## config.mk

```make
export PLATFORM = sky130hd
export DESIGN_NAME = cpu_dma_bus_sequencer_flat
export DESIGN_NICKNAME = d
export VERILOG_FILES = /design/src/rtl/atari_bus_pkg.sv /design/src/rtl/cpu_dma_bus_sequencer_if.sv /design/src/rtl/cpu_db_hold.sv /design/src/rtl/cpu_dma_bus_sequencer.sv /design/src/flat_wrapper.sv
export SDC_FILE = /design/constraint.sdc
export NUM_CORES = 1
export LEC_CHECK = 0
export CAP_MARGIN = 10
export CORE_UTILIZATION = 53
export DETAILED_ROUTE_END_ITERATION = 6
export HOLD_SLACK_MARGIN = 0.02
export PLACE_DENSITY = 0.84
export REMOVE_ABC_BUFFERS = 1
export SKIP_LAST_GASP = 1
export SYNTH_ARGS = -nofsm -noshare
export SYNTH_HDL_FRONTEND = slang
export SYNTH_HIERARCHICAL = 1
export SYNTH_SLANG_ARGS = --single-unit
```

## constraint.sdc

```tcl
create_clock -name clk -period 3.7 [get_ports clk]
set_input_delay 1.11 -clock clk [delete_from_list [all_inputs] [get_ports clk]]
set_output_delay 1.11 -clock clk [all_outputs]
set_load 0.03 [all_outputs]
```

## src/rtl/atari_bus_pkg.sv

```systemverilog
// Shared types and constants for the CPU/MARIA bus sequencer.
package atari_bus_pkg;

  typedef enum logic [1:0] {
    RUN   = 2'd0,
    PEND  = 2'd1,
    GRANT = 2'd2,
    REL   = 2'd3
  } seq_state_t;

  localparam int DB_W      = 8;
  localparam int CNT_W_DEF = 16;

endpackage

```

## src/rtl/cpu_dma_bus_sequencer_if.sv

```systemverilog
// CPU/DMA handshake and data signals seen by the bus sequencer.
interface cpu_dma_bus_sequencer_if #(
  parameter int CNT_W = atari_bus_pkg::CNT_W_DEF
);
  logic                          cpu_ce;
  logic                          cpu_rd;
  logic [atari_bus_pkg::DB_W-1:0] db_in;
  logic                          dma_req;
  logic                          dma_done;
  logic                          frame_start;
  logic                          halt_b;
  logic                          dma_grant;
  logic [atari_bus_pkg::DB_W-1:0] cpu_di;
  logic [CNT_W-1:0]              stolen_cnt;
  logic                          wr_run_err;

  modport slave (
    input  cpu_ce, cpu_rd, db_in, dma_req, dma_done, frame_start,
    output halt_b, dma_grant, cpu_di, stolen_cnt, wr_run_err
  );

  modport master (
    output cpu_ce, cpu_rd, db_in, dma_req, dma_done, frame_start,
    input  halt_b, dma_grant, cpu_di, stolen_cnt, wr_run_err
  );
endinterface

```

## src/rtl/cpu_db_hold.sv

```systemverilog
// Holds the CPU read data captured at the stall point so the core sees a
// stable registered value for the whole DMA window.
module cpu_db_hold
  import atari_bus_pkg::*;
(
  input  logic            clk,
  input  logic            reset_n,
  input  logic            capture_i,
  input  logic            release_i,
  input  logic [DB_W-1:0] db_i,
  output logic [DB_W-1:0] cpu_di_o
);

  logic            hold_q;
  logic [DB_W-1:0] hold_data_q;

  always_ff @(posedge clk or negedge reset_n) begin
    if (!reset_n) begin
      hold_q      <= 1'b0;
      hold_data_q <= '0;
    end else begin
      if (capture_i) begin
        hold_q      <= 1'b1;
        hold_data_q <= db_i;
      end else if (release_i) begin
        hold_q <= 1'b0;
      end
    end
  end

  assign cpu_di_o = hold_q ? hold_data_q : db_i;

endmodule

```

## src/rtl/cpu_dma_bus_sequencer.sv

```systemverilog
// Arbitrates the system bus between the 6502 core and MARIA DMA: halts the CPU,
// waits for a read stall, grants DMA, hands back, and counts stolen cycles.
module cpu_dma_bus_sequencer
  import atari_bus_pkg::*;
#(
  parameter int MAX_WR_RUN = 3,
  parameter int MIN_GAP    = 0,
  parameter int CNT_W      = CNT_W_DEF
)(
  input  logic                     clk,
  input  logic                     reset_n,
  cpu_dma_bus_sequencer_if.slave   bus
);

  // One extra code point so a run of MAX_WR_RUN+1 writes is representable.
  localparam int WR_W  = $clog2(MAX_WR_RUN + 2);
  localparam int GAP_W = $clog2(MIN_GAP + 2);
  localparam logic [WR_W-1:0]  WR_MAX  = WR_W'(MAX_WR_RUN);
  localparam logic [GAP_W-1:0] GAP_INI = GAP_W'(MIN_GAP);

  seq_state_t       state_q, state_d;
  logic [WR_W-1:0]  wr_run_q, wr_run_d;
  logic [GAP_W-1:0] gap_q, gap_d;
  logic [CNT_W-1:0] stolen_q, stolen_d;
  logic             err_q, err_d;
  logic             capture;
  logic             rel_hold;

  always_ff @(posedge clk or negedge reset_n) begin
    if (!reset_n) begin
      state_q  <= RUN;
      wr_run_q <= '0;
      gap_q    <= '0;
      stolen_q <= '0;
      err_q    <= 1'b0;
    end else begin
      state_q  <= state_d;
      wr_run_q <= wr_run_d;
      gap_q    <= gap_d;
      stolen_q <= stolen_d;
      err_q    <= err_d;
    end
  end

  always_comb begin
    state_d  = state_q;
    wr_run_d = wr_run_q;
    gap_d    = gap_q;
    stolen_d = stolen_q;
    err_d    = err_q;
    capture  = 1'b0;
    rel_hold = 1'b0;

    case (state_q)
      RUN: begin
        wr_run_d = '0;
        if (bus.cpu_ce && (gap_q != '0)) gap_d = gap_q - GAP_W'(1);
        if (bus.dma_req && (gap_q == '0)) state_d = PEND;
      end
      PEND: begin
        // A withdrawn request wins over a read completing on the same clk.
        if (!bus.dma_req) begin
          state_d  = RUN;
          wr_run_d = '0;
        end else if (bus.cpu_ce) begin
          if (bus.cpu_rd) begin
            capture  = 1'b1;
            state_d  = GRANT;
            wr_run_d = '0;
          end else begin
            if (wr_run_q <= WR_MAX) wr_run_d = wr_run_q + WR_W'(1);
            if (wr_run_q >= WR_MAX) err_d = 1'b1;
          end
        end
      end
      GRANT: begin
        if (bus.cpu_ce && (stolen_q != '1)) stolen_d = stolen_q + CNT_W'(1);
        if (bus.dma_done) state_d = REL;
      end
      REL: begin
        if (bus.cpu_ce) begin
          state_d  = RUN;
          rel_hold = 1'b1;
          gap_d    = GAP_INI;
        end
      end
      default: state_d = RUN;
    endcase

    if (bus.frame_start) begin
      stolen_d = '0;
      err_d    = 1'b0;
    end
  end

  cpu_db_hold u_db_hold (
    .clk       (clk),
    .reset_n   (reset_n),
    .capture_i (capture),
    .release_i (rel_hold),
    .db_i      (bus.db_in),
    .cpu_di_o  (bus.cpu_di)
  );

  assign bus.halt_b     = !((state_q == PEND) || (state_q == GRANT));
  assign bus.dma_grant  = (state_q == GRANT);
  assign bus.stolen_cnt = stolen_q;
  assign bus.wr_run_err = err_q;

endmodule
```

## src/flat_wrapper.sv

```systemverilog
// flat-port wrapper written by rule: the top's interface ports become plain ports
module cpu_dma_bus_sequencer_flat import atari_bus_pkg::*;
#(
  parameter int MAX_WR_RUN = 3,
  parameter int MIN_GAP    = 0,
  parameter int CNT_W      = CNT_W_DEF
)
  (clk, reset_n, bus_cpu_ce, bus_cpu_rd, bus_db_in, bus_dma_req, bus_dma_done, bus_frame_start, bus_halt_b, bus_dma_grant, bus_cpu_di, bus_stolen_cnt, bus_wr_run_err);
  cpu_dma_bus_sequencer_if #(.CNT_W(CNT_W)) bus_i ();
  input  logic clk;
  input  logic reset_n;
  input wire logic [$bits(bus_i.cpu_ce)-1:0] bus_cpu_ce;
  input wire logic [$bits(bus_i.cpu_rd)-1:0] bus_cpu_rd;
  input wire logic [$bits(bus_i.db_in)-1:0] bus_db_in;
  input wire logic [$bits(bus_i.dma_req)-1:0] bus_dma_req;
  input wire logic [$bits(bus_i.dma_done)-1:0] bus_dma_done;
  input wire logic [$bits(bus_i.frame_start)-1:0] bus_frame_start;
  output wire logic [$bits(bus_i.halt_b)-1:0] bus_halt_b;
  output wire logic [$bits(bus_i.dma_grant)-1:0] bus_dma_grant;
  output wire logic [$bits(bus_i.cpu_di)-1:0] bus_cpu_di;
  output wire logic [$bits(bus_i.stolen_cnt)-1:0] bus_stolen_cnt;
  output wire logic [$bits(bus_i.wr_run_err)-1:0] bus_wr_run_err;
  assign bus_i.cpu_ce = bus_cpu_ce;
  assign bus_i.cpu_rd = bus_cpu_rd;
  assign bus_i.db_in = bus_db_in;
  assign bus_i.dma_req = bus_dma_req;
  assign bus_i.dma_done = bus_dma_done;
  assign bus_i.frame_start = bus_frame_start;
  assign bus_halt_b = bus_i.halt_b;
  assign bus_dma_grant = bus_i.dma_grant;
  assign bus_cpu_di = bus_i.cpu_di;
  assign bus_stolen_cnt = bus_i.stolen_cnt;
  assign bus_wr_run_err = bus_i.wr_run_err;
  cpu_dma_bus_sequencer #(.MAX_WR_RUN(MAX_WR_RUN), .MIN_GAP(MIN_GAP), .CNT_W(CNT_W)) u_core (.clk(clk), .reset_n(reset_n), .bus(bus_i));
endmodule
```

# Word-level counts from Yosys, hierarchy flattened
# Index checks and enable logic that the tools add are counted.
[word_totals]
in_bits = 15
ff_bits = 32
out_inout_bits = 27
word_cells = 78
[classes]
reduce_logical = 20
eq_ne = 12
n_lt_le_gt_ge = 2
addsub = 3
n_mux = 33
n_bitwise = 1
[op_table]
columns = ["cell", "n"]
rows = [
  ["16-bit two-way mux", 3],
  ["2-bit nonzero test", 9],
  ["16-bit by 1-bit adder with 16-bit output, second input constant", 1],
  ["1-bit two-way mux", 16],
  ["16-bit != test, second input constant", 1],
  ["2-bit two-way mux", 6],
  ["3-bit two-way mux", 4],
  ["5-bit AND reduction", 2],
  ["8-bit two-way mux", 1],
  ["2-bit case mux with 4 select lines", 1],
  ["2-bit by 1-bit != test with 1-bit output, second input constant", 3],
  ["3-bit != test, second input constant", 2],
  ["3-bit case mux with 2 select lines", 1],
  ["3-bit AND reduction", 2],
  ["2-bit == test, second input constant", 2],
  ["2-bit != test, second input constant", 2],
  ["4-bit by 3-bit != test with 1-bit output, second input constant", 1],
  ["3-bit by 1-bit adder with 3-bit output, second input constant", 1],
  ["3-bit by 2-bit >= comparator with 1-bit output, second input constant", 1],
  ["3-bit by 2-bit less-or-equal comparator with 1-bit output, second input constant", 1],
  ["1-bit logical AND", 3],
  ["2-bit by 1-bit == test with 1-bit output, second input constant", 1],
  ["2-bit logical NOT", 1],
  ["1-bit case mux with 2 select lines", 1],
  ["other kinds (5)", 5],
]

# Depth between registers and ports, before layout
[depth]
ltp_word = 7
mapped_depth = 7
ltp_nobuf = 7

# Modules after synthesis
# Netlist, hierarchy kept.
[modules_own_cells]
columns = ["mod", "seq_area_each_um2", "cells_per_inst", "n_inst", "area_each_um2"]
rows = [
  ["cpu_dma_bus_sequencer", 575.6, 140, 1, 1308.8],
  ["cpu_db_hold", 225.2, 29, 1, 500.5],
]

# Least setup slack after synthesis
# OpenSTA, ideal clock, no wires.
[synth_path]
kind = "input port to output port"
start = "input bus_db_in[0]"
end = "output bus_cpu_di[0]"
required_time_ns = 2.590
slack_ns = 1.172
cell_stages = 1
path_buffers = 0
t_arrival_ns = 1.418
path_cell_list = "mux2_4"
[synth_between]
elab_chain_len = 1
[synth_rtl]
columns = ["element", "line", "rtl"]
rows = [
  ["start: declaration", "flat_wrapper.sv:14", "input wire logic [$bits(bus_i.db_in)-1:0] bus_db_in;"],
  ["8-bit two-way mux", "cpu_db_hold.sv:31", "assign cpu_di_o = hold_q ? hold_data_q : db_i;"],
  ["end: declaration", "flat_wrapper.sv:20", "output wire logic [$bits(bus_i.cpu_di)-1:0] bus_cpu_di;"],
]
# Every way passes these cells.

# Final worst setup path
[layout_path]
start = "input bus_db_in[6]"
end = "output bus_cpu_di[6]"
# Same word-level chain as after synthesis.

==> metrics.md <==
| Metric | Value |
|---|---|
| Result of the run | `finished clean` |
| Post-detailed-placement cell area | `0.002252 mm2` |
| Number of nets in the finished design | `236` |
| Summed instance area of the synthesized netlist | `0.001809 mm2` |
| Fillers | `233` |
| Number of flip-flops and latches in the synthesized netlist | `32` |
| Final design area excluding fillers | `0.002328 mm2` |
| Met1 global-route usage | `26.99%` |
| Count of different cell masters after synthesis | `39` |
| Setup_tns | `0 ns` |
| Async S/R FF share, synth | `100.0%` |
| Leakage | `0.9757 nW` |
| Internal power of the cells | `0.8525 mW` |
| Highest achievable clock rate | `0.2828 GHz` |
| Headroom to the max-slew limit | `54.58%` |
| Yosys synthesis warning count | `6` |
| Required time reported for the critical path endpoint | `2.59 ns` |
| Gates resized, CTS repair | `0` |
| Drt first-iter violations | `45` |
| Final critical path time including I/O delays and setup | `3.537 ns` |
| Overall Global Routing Usage | `23.08%` |
| Most Used Layer, Global Route | `met2` |
| First-pass GRT wire length | `6072 um` |
| Relative contribution of sequential cells to total power | `36.8%` |
| Hold Path Class | `flop to flop` |
| Via count of the first global-routing pass | `1380` |
| Layout cell share with drive strength beyond 1 | `15.81%` |
| Global placement routability congestion | `0.8130` |
| Net switching power | `0.4615 mW` |
| Final setup violation count | `0` |
| Maximum resistive drop on vdd | `0.3707 mV` |
| Worst Max-Slew Pin Slew | `0.6791 ns` |
| Number of vias after detailed routing | `1434` |
| Met2 layer usage reported by global route | `40.19%` |
| HPWL after detailed placement | `2830 um` |
| CTS tree | `built` |
| GRT met3 Usage | `6.610%` |
| Routed wire length per instance | `14.85 um` |
| Pin count of the biggest net entering global routing | `33` |
| Post-detailed-route DRC marker count | `0` |
| Initial standard-cell utilization of the core | `57.38%` |
| Detailed-route vias per instance | `5.537` |
| Num ports | `42` |
| Clock tree sinks | `32` |
| Primary flip-flop cell chosen by synthesis mapping | `sky130_fd_sc_hd__dfrtp_1` |
| Number of buffers inserted by post-CTS setup repair | `0` |
| Chip Height | `60.43 um` |
| Area overhead of the layout relative to synthesis | `28.70%` |
| FP Rows | `20` |
| Proportion of synthesized chip area in sequential cells | `44.26%` |
| Maximum fanout encountered on the critical timing path | `2` |
| Logic pwr share | `43.2%` |
| Pre-CTS WS | `0.1593 ns` |
| Syn Inst Count | `169` |
| Post-synth EDFFs | `0` |
| Worst Clk Skew | `0.01017 ns` |
| Clock network power share | `20.0%` |
| Routed WL | `3847 um` |
| Detailed-routing iteration count for the pre-antenna-repair pass | `4` |
| Startpoint type of the worst setup path | `input pin` |
| Syn Area/Cell | `10.71 um2` |
| CTS buffer count | `5` |
| Net switching fraction of the power | `35.12%` |
| Setup repair after global routing missed its margin | `no` |
| Power per standard cell area | `564.3 mW/mm2` |
| Final worst hold slack | `0.5113 ns` |
| Endpoint class of the critical path | `output port` |
| Final core utilization | `73.85%` |
| Data arrival time of the critical path | `2.43 ns` |
| PortBufs | `41` |
| Max capacitance violation total | `0` |
| Global route overflow | `0` |
| Inserted Diodes | `0` |
| Hold violation count in the final report | `0` |
| Post-route ant nets | `0` |
| X dimension of the die | `60.43 um` |
| CTS Buffer Depth | `2` |
| Library cell used as clock root buffer | `sky130_fd_sc_hd__clkbuf_4` |
| Final Worst Setup Slack | `0.1635 ns` |
| Final Cycle Share | `95.58%` |
| Placeable Area | `0.003153 mm2` |
| Htree depth | `2` |
| Clock input transition at the sequential cells of the worst setup and hold paths | `0.09 ns` |
| Startpoint-to-endpoint class of the critical path | `input pin to output port` |
| Number of antenna violations at the first check in global routing | `0` |
| Cts hold-fix bufs | `0` |
| Worst-skew pair later-pin latency | `0.34 ns` |
| Die area | `0.003651 mm2` |
| Slew Limit Fails | `0` |
==> cells by family after synthesis <==
family	count (synthesis)	synth area share [%]
DFF	32	44.26
muxes	19	15.01
xor gates and xnor gates	10	4.841
adders and majority gates	7	4.841
buffers and inverters	15	4.150
and+or+nand+nor	61	17.70
AOI/OAI and AO/OA	25	9.198
==> cell usage in the layout (no fill, tap or decap), types with 2 or more instances in the layout <==
| cell | synthesis | final |
|---|---|---|
| sky130_fd_sc_hd__a21oi_1 | 6 | 6 |
| sky130_fd_sc_hd__a31oi_1 | 3 | 3 |
| sky130_fd_sc_hd__and2_1 | 3 | 3 |
| sky130_fd_sc_hd__buf_4 | 1 | 2 |
| sky130_fd_sc_hd__clkbuf_4 | 0 | 5 |
| sky130_fd_sc_hd__clkdlybuf4s50_1 | 0 | 41 |
| sky130_fd_sc_hd__dfrtp_1 | 32 | 32 |
| sky130_fd_sc_hd__ha_1 | 7 | 7 |
| sky130_fd_sc_hd__inv_1 | 10 | 10 |
| sky130_fd_sc_hd__mux2_4 | 16 | 16 |
| sky130_fd_sc_hd__mux2i_1 | 2 | 2 |
| sky130_fd_sc_hd__nand2_1 | 9 | 9 |
| sky130_fd_sc_hd__nand2b_1 | 3 | 3 |
| sky130_fd_sc_hd__nand3_1 | 3 | 3 |
| sky130_fd_sc_hd__nand3_2 | 2 | 2 |
| sky130_fd_sc_hd__nand4_1 | 6 | 6 |
| sky130_fd_sc_hd__nor2_1 | 20 | 20 |
| sky130_fd_sc_hd__nor3_1 | 6 | 6 |
| sky130_fd_sc_hd__o21ai_0 | 5 | 5 |
| sky130_fd_sc_hd__o22ai_1 | 2 | 2 |
| sky130_fd_sc_hd__or3_1 | 2 | 2 |
| sky130_fd_sc_hd__xnor2_1 | 10 | 10 |
==> final cells by class <==
type                    instances  area [um2]  area share (%)
repair buffers                 43       425.4           18.27
clock inverters                 2       35.03           1.505
inverters                      10       37.54           1.612
flip-flops and latches         32       800.8           34.39
well taps                      44       55.05           2.364
clock buffers                   6       41.29           1.773
multi-input cells             122       933.4           40.09
==> path summary, 6_finish.rpt <==
check	start	to	slack, ns	cells after the start
max reg2reg	u_core/state_q[0]	u_core/bus.stolen_cnt[9]	1.55	6
max in group asynchronous	reset_n	u_core/bus.stolen_cnt[4]	2.24	2
min reg2reg	u_core/gap_q	u_core/gap_q	0.51	1
min in group asynchronous	reset_n	u_core/bus.stolen_cnt[15]	1.16	2
min	u_core/gap_q	u_core/gap_q	0.51	1
max	bus_db_in[6]	bus_cpu_di[6]	0.16	3
==> power groups by stage <==
| stage | Clock [mW] | Combinational (mW) | Sequential [mW] |
|---|---|---|---|
| floorplan | 0 | 0.384 | 0.475 |
| global placement | 0 | 0.548 | 0.483 |
| detailed placement | 0 | 0.566 | 0.491 |
| CTS | 0.268 | 0.570 | 0.484 |
| global route | 0.282 | 0.606 | 0.492 |
| finish | 0.262 | 0.568 | 0.484 |
==> flip-flops by register name (all words and copies together) (netlist names), named ones only <==
name                          flops
u_core/bus.stolen_cnt            16
u_core/u_db_hold/hold_data_q      8
u_core/wr_run_q                   3
u_core/bus.wr_run_err             1
u_core/gap_q                      1
u_core/state_q                    1
u_core/u_db_hold/hold_q           1
==> through the flow <==
stage / total power, mW / std cells
after CTS: 1.322 / 259
after global routing: 1.379 / 259
after floorplan: 0.8590 / 164
after detailed placement: 1.057 / 251
after global placement: 1.031 / 251
final: 1.314 / 259
==> worst max-delay path, stage by stage <==
cell,delay [ns]
sky130_fd_sc_hd__clkdlybuf4s50_1,0.50
sky130_fd_sc_hd__mux2_4,0.15
sky130_fd_sc_hd__clkdlybuf4s50_1,0.66
==> Yosys cell counts, types with 2 or more instances <==
master	number	share of area (%)
sky130_fd_sc_hd__nor3_1	6	1.7
sky130_fd_sc_hd__o22ai_1	2	0.69
sky130_fd_sc_hd__nor2_1	20	4.1
sky130_fd_sc_hd__nand3_2	2	1.1
sky130_fd_sc_hd__o21ai_0	5	1.4
sky130_fd_sc_hd__ha_1	7	4.8
sky130_fd_sc_hd__mux2i_1	2	1.1
sky130_fd_sc_hd__nand4_1	6	2.1
sky130_fd_sc_hd__inv_1	10	2.1
sky130_fd_sc_hd__buf_6	2	1.2
sky130_fd_sc_hd__nand3_1	3	0.83
sky130_fd_sc_hd__or3_1	2	0.69
sky130_fd_sc_hd__xnor2_1	10	4.8
sky130_fd_sc_hd__nand2_1	9	1.9
sky130_fd_sc_hd__and2_1	3	1.0
sky130_fd_sc_hd__mux2_4	16	13
sky130_fd_sc_hd__a21oi_1	6	1.7
sky130_fd_sc_hd__nand2b_1	3	1.0
sky130_fd_sc_hd__dfrtp_1	32	44
sky130_fd_sc_hd__a31oi_1	3	1.0
sky130_fd_sc_hd__clkbuf_1	2	0.42
==> metal layers <==
layer,vias up,wire (um)
met5,-,0
met4,0,59
met3,8,155
met2,34,1986
met1,708,1646
li1,684,-
(Power assumes the default switching activity.)
